`config.mk`:
```
export PLATFORM = sky130hd
export DESIGN_NAME = switch_debounce4_flat
export DESIGN_NICKNAME = d
export VERILOG_FILES = /design/src/rtl/switch_debounce4_if.sv /design/src/rtl/switch_debounce4.sv /design/src/flat_wrapper.sv
export SDC_FILE = /design/constraint.sdc
export NUM_CORES = 1
export LEC_CHECK = 0
export CAP_MARGIN = 40
export CORE_MARGIN = 2
export CORE_UTILIZATION = 63
export DETAILED_ROUTE_END_ITERATION = 8
export DONT_BUFFER_PORTS = 1
export PLACE_DENSITY = 0.79
export SETUP_SLACK_MARGIN = 0.15
export SLEW_MARGIN = 20
export SYNTH_ARGS = -nofsm -noshare
export SYNTH_HDL_FRONTEND = slang
export SYNTH_SLANG_ARGS = --single-unit
```
`constraint.sdc`:
```
create_clock -name clk -period 3.8 [get_ports clk]
set_clock_uncertainty 0.1 [all_clocks]
set_input_delay 0.19 -clock clk [delete_from_list [all_inputs] [get_ports clk]]
set_output_delay 0.19 -clock clk [all_outputs]
set_load 0.01 [all_outputs]
```
`src/rtl/switch_debounce4_if.sv`:
```
// Signal bundle between the raw switch pins and the mux_7seg front end.
// The master drives the raw pins; the slave (debouncer) returns the conditioned levels.
interface switch_debounce4_if;
    logic [3:0] sw_raw;
    logic [3:0] sw_clean;
    logic [3:0] sw_rise;
    logic [3:0] sw_fall;
    logic       ready;

    modport master (
        output sw_raw,
        input  sw_clean,
        input  sw_rise,
        input  sw_fall,
        input  ready
    );

    modport slave (
        input  sw_raw,
        output sw_clean,
        output sw_rise,
        output sw_fall,
        output ready
    );
endinterface

```
`src/rtl/switch_debounce4.sv`:
```
// Four-channel slide-switch conditioner: 2-flop synchroniser, per-channel stability
// counter, registered rise/fall pulses, and a power-up settling flag.
module switch_debounce4 #(
    parameter int STABLE_CYCLES = 8,
    parameter int CNT_W         = 16
) (
    input logic               clk,
    input logic               rst,
    switch_debounce4_if.slave bus
);

    generate
        if (STABLE_CYCLES < 2 || (CNT_W < 31 && (1 << CNT_W) <= STABLE_CYCLES)) begin : g_bad_params
            $error("switch_debounce4: STABLE_CYCLES must be >= 2 and fit in CNT_W bits");
        end
    endgenerate

    localparam logic [CNT_W-1:0] CNT_LAST = CNT_W'(STABLE_CYCLES - 1);
    // One extra bit so N+1 always fits, even when N is the largest legal count.
    localparam int               RDY_W    = CNT_W + 1;
    localparam logic [RDY_W-1:0] RDY_LAST = RDY_W'(STABLE_CYCLES + 1);

    logic [3:0]       s1_q;
    logic [3:0]       s2_q;
    logic [3:0]       clean_q, clean_d;
    logic [3:0]       rise_q, rise_d;
    logic [3:0]       fall_q, fall_d;
    logic [CNT_W-1:0] cnt_q [4];
    logic [CNT_W-1:0] cnt_d [4];
    logic [RDY_W-1:0] rdyCnt_q, rdyCnt_d;
    logic             ready_q, ready_d;

    always_comb begin
        clean_d = clean_q;
        rise_d  = '0;
        fall_d  = '0;
        for (int i = 0; i < 4; i++) begin
            cnt_d[i] = '0;
            if (s2_q[i] != clean_q[i]) begin
                if (cnt_q[i] == CNT_LAST) begin
                    clean_d[i] = s2_q[i];
                    rise_d[i]  = ready_q & s2_q[i];
                    fall_d[i]  = ready_q & ~s2_q[i];
                end else begin
                    cnt_d[i] = cnt_q[i] + 1'b1;
                end
            end
        end
    end

    // Settling window: the counter freezes once ready is raised.
    always_comb begin
        rdyCnt_d = rdyCnt_q;
        ready_d  = ready_q;
        if (!ready_q) begin
            if (rdyCnt_q == RDY_LAST) begin
                ready_d = 1'b1;
            end else begin
                rdyCnt_d = rdyCnt_q + 1'b1;
            end
        end
    end

    always_ff @(posedge clk or posedge rst) begin
        if (rst) begin
            s1_q     <= '0;
            s2_q     <= '0;
            clean_q  <= '0;
            rise_q   <= '0;
            fall_q   <= '0;
            rdyCnt_q <= '0;
            ready_q  <= 1'b0;
            for (int i = 0; i < 4; i++) begin
                cnt_q[i] <= '0;
            end
        end else begin
            s1_q     <= bus.sw_raw;
            s2_q     <= s1_q;
            clean_q  <= clean_d;
            rise_q   <= rise_d;
            fall_q   <= fall_d;
            rdyCnt_q <= rdyCnt_d;
            ready_q  <= ready_d;
            for (int i = 0; i < 4; i++) begin
                cnt_q[i] <= cnt_d[i];
            end
        end
    end

    assign bus.sw_clean = clean_q;
    assign bus.sw_rise  = rise_q;
    assign bus.sw_fall  = fall_q;
    assign bus.ready    = ready_q;

endmodule
```
`src/flat_wrapper.sv`:
```
// flat-port wrapper written by rule: the top's interface ports become plain ports
module switch_debounce4_flat 
#(
    parameter int STABLE_CYCLES = 8,
    parameter int CNT_W         = 16
)
  (clk, rst, bus_sw_raw, bus_sw_clean, bus_sw_rise, bus_sw_fall, bus_ready);
  switch_debounce4_if bus_i ();
  input logic clk;
  input logic rst;
  input wire logic [$bits(bus_i.sw_raw)-1:0] bus_sw_raw;
  output wire logic [$bits(bus_i.sw_clean)-1:0] bus_sw_clean;
  output wire logic [$bits(bus_i.sw_rise)-1:0] bus_sw_rise;
  output wire logic [$bits(bus_i.sw_fall)-1:0] bus_sw_fall;
  output wire logic [$bits(bus_i.ready)-1:0] bus_ready;
  assign bus_i.sw_raw = bus_sw_raw;
  assign bus_sw_clean = bus_i.sw_clean;
  assign bus_sw_rise = bus_i.sw_rise;
  assign bus_sw_fall = bus_i.sw_fall;
  assign bus_ready = bus_i.ready;
  switch_debounce4 #(.STABLE_CYCLES(STABLE_CYCLES), .CNT_W(CNT_W)) u_core (.clk(clk), .rst(rst), .bus(bus_i));
endmodule
```
==> flow_metrics.tcl, run 1 <==
set metrics [dict create \
    status "finished, final reports clean" \
    critPathKind "flip-flop to flip-flop" \
    num_rows 31 \
    power_density_mw_per_mm2 433.5 \
    vias 3118 \
    synthArstFlopShare_pct 100.0 \
    grt_util_all_layers_pct 23.34 \
    yosysTopAreaCell "dfrtp_1" \
    worst_pin_slew_ns 0.5217 \
    ys.flop_type "dfrtp_1" \
    antenna_left 0 \
    hold_class "input port to asynchronous set/reset pin" \
    maxSlewHeadroom_pct 65.15 \
    htreeDepth 3 \
    worst-path-stages 5 \
    grt-ovfl-total 0 \
    worstSetupStartpointType "flip-flop" \
    drc 0 \
    rsz0062_at_grt "false" \
    r2r-start "u_core.cnt_q[16]$_DFF_PP0_" \
    max_freq_mhz 515.8 \
    synth-edff-count 0 \
    setup_viol 0 \
    fin_cells 546 \
    wl_per_cell_microns 15.07 \
    clk_latency_ns 0.37 \
    crit_fanout 15 \
    crit_arrival_ns 2.07 \
    setup-tns-final_ns 0 \
    place_area_sq_mm 0.004737 \
    drive_above_1_share_pct 8.054 \
    drt_iter0_drc 159 \
    vias_per_cell 5.711 \
    slowest_stage "nand2_1" \
    fp.dieW_microns 89.46 \
    layout_common_cells "dfrtp_1, nor2_1, xnor2_1, nor4_1" \
    p_leak_nw 2.013 \
    syn_nets 441 \
    design.core.area_sq_mm 0.007176 \
    syn_area_sq_mm 0.004601 \
    cts_sinks 102 \
    critPathBufInv 0 \
    n_antenna_cell 0 \
    post_cts_resized 0 \
    hold_viol 0 \
    drv_cap 0 \
    slew_violations 0 \
    crit_chain "ha_1, nor4bb_1, nand4_1, nand2_1, nor2_1" \
    dr.pass1.iters 4 \
    timing.hold.ws_ns 0.1637 \
    r2r-end "u_core.cnt_q[29]$_DFF_PP0_" \
    cts-root-buf "clkbuf_8" \
    synth_cell_types 31 \
    yosysWarningCount 0 \
    cts-hold-fix-buffers 5 \
    regToRegSetupSlack_ns 1.86 \
    grt_max_degree 48 \
    endpoint_kind "flip-flop" \
    numCtsBuffers 9 \
    synth.avg_cell_area_sq_um 10.72 \
    area_growth_pct 7.968 \
    grt_pass1_wl_microns 14140 \
    cp_top_family "simple AND/OR/NAND/NOR gates" \
    ys_seq_area_share_pct 55.48 \
    place_inst 525 \
    netlist_instances 429 \
    grt_pass1_vias 3049 \
    synth_top_area_share_pct 55.48 \
    gp_congestion 0.8836 \
    crit_required_ns 3.93 \
    layout.nets 454 \
    tritoncts "done" \
    drt-total-wl_microns 8230 \
    crit_end "u_core.cnt_q[29]$_DFF_PP0_" \
    postCtsSetupBuffers 0 \
    mostFrequentLayoutCell "dfrtp_1" \
    reg2reg_depth 5 \
    die_height_microns 89.46 \
    final_cell_area_sq_mm 0.004967 \
    min_period_ns 1.939 \
    antenna_found_initial 0 \
    hpwl_microns 5713 \
    ir_drop_uv 445.2 \
    synthTopCellsByArea "dfrtp_1, xnor2_1, nor2_1" \
    ios 19 \
    io_buffers 0 \
    clockBufferDepth 2 \
    clkTransAtPathRegs_ns 0.10 \
    post-route-period-util_pct 51.02 \
    ys_seq_elements 102 \
    start_util_pct 64.12 \
    max_stage_delay_ns 0.46 \
    startpoint "u_core.cnt_q[16]$_DFF_PP0_" \
    die_area_sq_mm 0.008002 \
]
==> metrics by stage <==
| stage | setup WS, ns | power, mW | util (%) |
|---|---|---|---|
| after floorplan | 0.8345 | 1.466 | - |
| after detailed placement | 1.859 | 1.534 | 66.02 |
| after global placement | 2.011 | 1.518 | 65.63 |
| final | 1.861 | 2.153 | 69.22 |
| after global routing | 1.714 | 2.270 | 69.22 |
| after CTS | 1.851 | 2.177 | 69.22 |
==> per-layer routing <==
layer / track usage, % / routed length [microns] / vias up
met5: 0 / 0 / -
li1: - / - / 1497
met3: 5.540 / 318 / 4
met2: 38.11 / 4152 / 70
met1: 30.56 / 3705 / 1547
met4: 8.820 / 55 / 0
==> report_power, final <==
part	switching [mW]	internal, mW	total [mW]
registers	0.0985	1.16	1.26
logic	0.169	0.0929	0.262
clock network	0.390	0.246	0.636
total	0.658	1.50	2.15
==> sequential cells by signal (all words and copies together) (netlist names) <==
register and cells:
u_core.bus.ready 1, u_core.bus.sw_clean 4, u_core.bus.sw_fall 4, u_core.bus.sw_rise 4, u_core.cnt_q 64, u_core.rdyCnt_q 17
u_core.s1_q 4, u_core.s2_q 4
==> kinds of logic after synthesis <==
logic type | Yosys count | share of synthesized area (%)
muxes | 4 | 0.9790
and+or+nand+nor | 216 | 25.13
xor gates and xnor gates | 74 | 14.09
buffers and inverters | 21 | 1.849
DFF | 102 | 55.48
AOI/OAI and AO/OA | 6 | 0.8429
adders and majority gates | 6 | 1.632
==> Yosys cell counts, types with 6 or more instances <==
| library cell | instances |
|---|---|
| ha_1 | 6 |
| and3_1 | 6 |
| nor4_1 | 24 |
| xnor2_1 | 61 |
| dfrtp_1 | 102 |
| inv_1 | 16 |
| nand4_1 | 16 |
| nor3b_1 | 9 |
| nor2_1 | 72 |
| nand2_1 | 22 |
| nand3_1 | 22 |
| xor2_1 | 13 |
| nor3_1 | 20 |
==> layout make-up <==
| cell class | count | area [sq um] |
|---|---|---|
| timing repair buffer | 7 | 85.08 |
| multi-input combinational | 306 | 1963 |
| clock buffer | 9 | 123.9 |
| clock inverter | 7 | 56.30 |
| sequential | 102 | 2552 |
| inverter | 16 | 62.56 |
| tap | 99 | 123.9 |
| fill | 536 | 2208 |
==> worst min-delay path by stage <==
| stage | end |
|---|---|
| global placement | u_core.s1_q[2]$_DFF_PP0_ |
| CTS | u_core.s1_q[0]$_DFF_PP0_ |
| floorplan | u_core.s1_q[0]$_DFF_PP0_ |
| global route | u_core.s1_q[0]$_DFF_PP0_ |
| detailed placement | u_core.s1_q[0]$_DFF_PP0_ |
| finish | u_core.s1_q[0]$_DFF_PP0_ |
Note: power is estimated with default switching activity, not from simulation.
==> inputs of run 2 (changes only) <==
ABC_AREA = 1   (was unset)
CORE_UTILIZATION = 64   (was 63)
PLACE_DENSITY = 0.8   (was 0.79)
clock period = 1.9 ns   (was 3.8 ns; I/O delays follow)
==> run 2 against run 1 <==
Clock power rose by 97%. Hold slack better by 0.028 ns. Critical endpoint is now u_core.cnt_q[3]$_DFF_PP0_. Synthesized cell count up 59%. Global-route usage grew 2.5 points. Synthesized area increased by 14%. Sequential cell count unchanged. First-iteration DRC count up 66%. Highest routed layer unchanged. Combinational power increased by 120%. Power up 99%. Final cell count rose by 48%. Sequential share of layout area down 6.1 points. Cell area grew 13%.
==> flow_metrics.tcl, run 2 <==
set metrics [dict create \
    status "finished, final reports clean" \
    holdPathStages 1 \
    regMostFlops "u_core.cnt_q" \
    combPwrFrac_pct 13.3 \
    max_freq_mhz 617.7 \
    multiInputGateArea_sq_mm 0.002385 \
    vias_per_cell 5.386 \
    mostFrequentLayoutCell "nor2_1" \
    antenna_left 0 \
    gp_congestion 0.9306 \
    syn_area_sq_mm 0.005225 \
    regArea_sq_mm 0.002552 \
    pwr-share-clk_pct 29.2 \
    design.core.area_sq_mm 0.007807 \
    drive_above_1_share_pct 7.955 \
    slew_violations 0 \
    total_power_mw 4.279 \
    clockBufferDepth 2 \
    num_rows 32 \
    crit_required_ns 2.04 \
    p_int_mw 3.006 \
    cts_sinks 102 \
    start_util_pct 66.92 \
    p_leak_nw 2.448 \
    hold_start "bus_sw_raw[3]" \
    slowest_stage "dfrtp_1" \
    worst_pin_slew_ns 0.5077 \
    netlist_instances 681 \
    min_to "u_core.s1_q[3]$_DFF_PP0_" \
    endpoint_kind "flip-flop" \
    syn_nets 693 \
    grt-ovfl-total 0 \
    fillers 611 \
    cts-root-buf "clkbuf_8" \
    ys_seq_elements 102 \
    worstSetupStartpointType "flip-flop" \
    grt_util_all_layers_pct 25.81 \
    swShare_pct 29.75 \
    synth-edff-count 0 \
    layout.nets 711 \
    drt-total-wl_microns 10230 \
    die_height_microns 94.36 \
    hold_viol 0 \
    fp.dieW_microns 94.36 \
    grt_pass1_vias 4218 \
    drv_cap 0 \
    die_area_sq_mm 0.008903 \
    setup-tns-final_ns 0 \
    yosys-top-cells-count "nor2_1, nand2_1, dfrtp_1" \
    clk_latency_ns 0.37 \
    crit_fanout 5 \
    reg2reg_depth 8 \
    synth_top_area_share_pct 48.85 \
    pwr-share-seq_pct 57.5 \
    drt_iter0_drc 264 \
    synth.avg_cell_area_sq_um 7.673 \
    clkTransAtPathRegs_ns 0.10 \
    vias 4341 \
    n_antenna_cell 0 \
    yosysWarningCount 0 \
    hpwl_microns 7314 \
    ios 19 \
    fin_cells 806 \
    ir_drop_uv 594.7 \
    p_sw_mw 1.273 \
    ys.flop_type "dfrtp_1" \
    grt_max_degree 103 \
    r2r-start "u_core.cnt_q[0]$_DFF_PP0_" \
    r2r-end "u_core.cnt_q[3]$_DFF_PP0_" \
    largest_reg_flops 64 \
    synth.most_common_cell "nor2_1" \
    drc 0 \
    antenna_found_initial 0 \
    grt_pass1_wl_microns 18460 \
    maxSlewHeadroom_pct 66.15 \
    area_growth_pct 7.854 \
    setup_viol 0 \
    hold_class "input port to flip-flop" \
    crit_chain "ha_1, nand2_1, inv_1, nand3_1, nor2_1, nand2_1, o21ai_0, nor2_1" \
    wl_per_cell_microns 12.69 \
    dr.pass1.iters 7 \
    htreeDepth 3 \
    rsz0062_at_grt "false" \
    critPathKind "flip-flop to flip-flop" \
    power_density_mw_per_mm2 759.2 \
    place_inst 783 \
    layout_common_cells "nor2_1, nand2_1, dfrtp_1, inv_1, nand3_1" \
    numCtsBuffers 9 \
    regToRegSetupSlack_ns 0.28 \
    post-route-period-util_pct 85.20 \
    min_period_ns 1.619 \
    tritoncts "done" \
    io_buffers 0 \
    synthTopCellsByArea "dfrtp_1, nor2_1, nand2_1" \
    yosysTopAreaCell "dfrtp_1" \
    synth_cell_types 26 \
    ys_seq_area_share_pct 48.85 \
    synthArstFlopShare_pct 100.0 \
    max_stage_delay_ns 0.42 \
    crit_arrival_ns 1.76 \
    top_regs "u_core.cnt_q (64), u_core.rdyCnt_q (17)" \
]
==> run 2: timing repair <==
action	in CTS	in global routing
endpoints found under the setup margin	0	21
hold endpoints to repair	106	0
gates resized for setup	0	5
hold buffers	5	0
setup buffers	0	2
==> run 2: cell type report <==
class	instances	share of cell area, %
clock buffer	10	2.265
clock inverter	6	0.8881
inverter	71	4.796
multi-input combinational	502	42.32
sequential	102	45.29
tap	102	2.265
timing repair buffer	13	2.176
==> run 2: worst max-delay path by stage <==
stage | slack, ns | depth (start not counted) | from | endpoint
final | 0.28 | 8 | u_core.cnt_q[0]$_DFF_PP0_ | u_core.cnt_q[3]$_DFF_PP0_
after global routing | 0.15 | 6 | u_core.cnt_q[32]$_DFF_PP0_ | u_core.cnt_q[33]$_DFF_PP0_
after CTS | 0.17 | 6 | u_core.cnt_q[16]$_DFF_PP0_ | u_core.cnt_q[16]$_DFF_PP0_
after detailed placement | 0.20 | 6 | u_core.cnt_q[16]$_DFF_PP0_ | u_core.cnt_q[16]$_DFF_PP0_
after global placement | 0.22 | 4 | u_core.bus.sw_clean[2]$_DFFE_PP0P_ | u_core.cnt_q[22]$_DFF_PP0_
after floorplan | 0.49 | 1 | rst | u_core.bus.ready$_DFF_PP0_
==> run 2: layer usage <==
metal	routed length [microns]	up-vias	global-route usage, %
li1	-	2175	-
met2	4831	109	42.26
met4	122	0	6.884
met1	4774	2042	34.92
met3	500	15	6.145
met5	0	-	0
==> run 2: power groups by stage <==
stage | sequential [mW] | clock (mW) | combinational (mW)
floorplan | 2.47 | 0 | 0.392
global placement | 2.50 | 0 | 0.491
detailed placement | 2.50 | 0 | 0.525
CTS | 2.46 | 1.30 | 0.534
global route | 2.48 | 1.39 | 0.661
finish | 2.46 | 1.25 | 0.567
==> run 2: metrics by stage <==
| step | instance area, sq um | setup WS, ns | util [%] | hold WS (ns) |
|---|---|---|---|---|
| after floorplan | 5229 | 0.4874 | - | 0.02643 |
| after global placement | 5371 | 0.2193 | 68.80 | 0.02648 |
| after detailed placement | 5379 | 0.2021 | 68.89 | 0.02648 |
| after CTS | 5607 | 0.1659 | 71.81 | 0.1518 |
| after global routing | 5635 | 0.1516 | 72.18 | 0.1660 |
| final | 5635 | 0.2812 | 72.18 | 0.1919 |
==> run 2: cells by family (layout without fill, tap and decap cells) <==
group                      after synthesis  after routing  synth area share [%]
and+or+nand+nor                        437            437                 36.06
DFF                                    102            102                 48.85
buffers and inverters                   77            100                 5.771
xor gates and xnor gates                31             31                 5.196
AOI/OAI and AO/OA                       28             28                 2.682
adders and majority gates                6              6                 1.437
==> run 2: worst max-delay path, delay by kind of cell, from the launching register on <==
family	cells	cell delay, ns
compound gates	1	0.17
fa+ha+maj	1	0.26
buf+inv	1	0.09
flops	1	0.42
simple gates	5	0.46
==> inputs of run 3 (changes only) <==
RECOVER_POWER = 100   (was unset)
==> run 3 against run 2 <==
Routed wire length fell by 0.24%. Global-route usage unchanged. Final cell count is the same. Cell area shrank 1.0%. Critical path type unchanged. Die area stayed put. Via count barely moved.
==> flow_metrics.tcl, run 3 (synthesis results as in run 2) <==
set metrics [dict create \
    hpwl_microns 7314 \
    design.core.area_sq_mm 0.007807 \
    fin_cells 806 \
    antenna_left 0 \
    htreeDepth 3 \
    slowest_stage "dfrtp_1" \
    ios 19 \
    utilization_pct 71.43 \
    post-route-period-util_pct 86.88 \
    vias 4344 \
    pre_cts_slack_ns 0.2021 \
    clkTransAtPathRegs_ns 0.10 \
    drive_above_1_share_pct 5.682 \
    regMostFlops "u_core.cnt_q" \
    grt_util_all_layers_pct 25.81 \
    worst_pin_slew_ns 1.215 \
    clk_latency_ns 0.36 \
    endpoint_kind "flip-flop" \
    gp_congestion 0.9306 \
    layout_common_cells "nor2_1, nand2_1, dfrtp_1, inv_1, nand3_1" \
    vias_per_cell 5.390 \
    hold_viol 0 \
    max_freq_mhz 605.8 \
    area_growth_pct 6.729 \
    maxSlewHeadroom_pct 19.00 \
    num_rows 32 \
    cts_sinks 102 \
    drc 0 \
    grt_pass1_vias 4218 \
    hold_class "input port to flip-flop" \
    die_height_microns 94.36 \
    layout.nets 711 \
    crit_arrival_ns 1.81 \
    multiInputGateArea_sq_mm 0.002350 \
    dr.pass1.iters 5 \
    layout_setup_ws_ns 0.2492 \
    crit_required_ns 2.06 \
    max_stage_delay_ns 0.42 \
    setup-tns-final_ns 0 \
    io_buffers 0 \
    grt_pass1_wl_microns 18460 \
    rsz0062_at_grt "false" \
    die_area_sq_mm 0.008903 \
    start_util_pct 66.92 \
    crit_fanout 5 \
    critPathBufInv 0 \
    p_leak_nw 2.439 \
    grt_max_degree 103 \
    setup_viol 0 \
    ir_drop_uv 583.9 \
    fp.dieW_microns 94.36 \
    power_density_mw_per_mm2 760.6 \
    drt-total-wl_microns 10200 \
    drv_cap 0 \
    worstSetupStartpointType "flip-flop" \
    wl_per_cell_microns 12.66 \
    cts-root-buf "clkbuf_8" \
    regArea_sq_mm 0.002552 \
    grt-ovfl-total 0 \
    slew_violations 0 \
    antenna_found_initial 0 \
    crit_chain "ha_1, nand4_1, nor2_1, nand2_1, nor3b_1" \
    total_power_mw 4.242 \
    top_regs "u_core.cnt_q (64), u_core.rdyCnt_q (17)" \
    clockBufferDepth 2 \
    largest_reg_flops 64 \
    mostFrequentLayoutCell "nor2_1" \
    tritoncts "done" \
    status "finished, final reports clean" \
    place_inst 783 \
    drt_iter0_drc 194 \
    cp_top_family "simple AND/OR/NAND/NOR gates" \
    fillers 625 \
    n_antenna_cell 0 \
    numCtsBuffers 9 \
    critPathKind "flip-flop to flip-flop" \
    min_period_ns 1.651 \
]
## run 3: worst paths after layout
| kind | start | to | slack, ns | cells after the start |
|---|---|---|---|---|
| hold reg to reg | u_core.s1_q[0]$_DFF_PP0_ | u_core.s2_q[0]$_DFF_PP0_ | 0.26 | 0 |
| min in group asynchronous | rst | u_core.rdyCnt_q[0]$_DFFE_PP0P_ | 0.51 | 3 |
| hold / removal | bus_sw_raw[3] | u_core.s1_q[3]$_DFF_PP0_ | 0.19 | 1 |
| setup reg to reg | u_core.cnt_q[16]$_DFF_PP0_ | u_core.bus.sw_fall[2]$_DFF_PP0_ | 0.25 | 5 |
| max in group asynchronous | rst | u_core.cnt_q[41]$_DFF_PP0_ | 0.39 | 3 |
| setup / recovery | u_core.cnt_q[16]$_DFF_PP0_ | u_core.bus.sw_fall[2]$_DFF_PP0_ | 0.25 | 5 |
## run 3: final cells by class
cell class	count	area share [%]
Clock buffer	10	2.289
Clock inverter	6	0.8975
Inverter	71	4.846
Sequential cell	102	45.77
Multi-Input combinational cell	502	42.14
Timing Repair Buffer	13	1.772
Tap cell	102	2.289
## run 3: power breakdown
part / internal [mW] / switching [mW]
logic: 0.180 / 0.356
clock network: 0.496 / 0.753
registers: 2.30 / 0.156
## run 3: metal layers
metal | share of wire [%] | GRT usage, % | up-vias
met5 | 0 | 0 | -
met4 | 1.2 | 6.884 | 0
met3 | 5.1 | 6.145 | 16
met2 | 48 | 42.26 | 109
li1 | - | - | 2172
met1 | 46 | 34.92 | 2047
## run 3: metrics by stage
step                instance area (sq um)  hold slack [ns]
floorplan                            5229          0.02643
global placement                     5371          0.02648
detailed placement                   5379          0.02648
CTS                                  5607           0.1518
global route                         5577           0.1660
finish                               5577           0.1939
## run 3: timing repair
action	CTS	global route
setup buffers	0	2
endpoints found under the setup margin	0	21
hold endpoints to repair	106	0
gates resized for setup	0	5
hold buffers	5	0
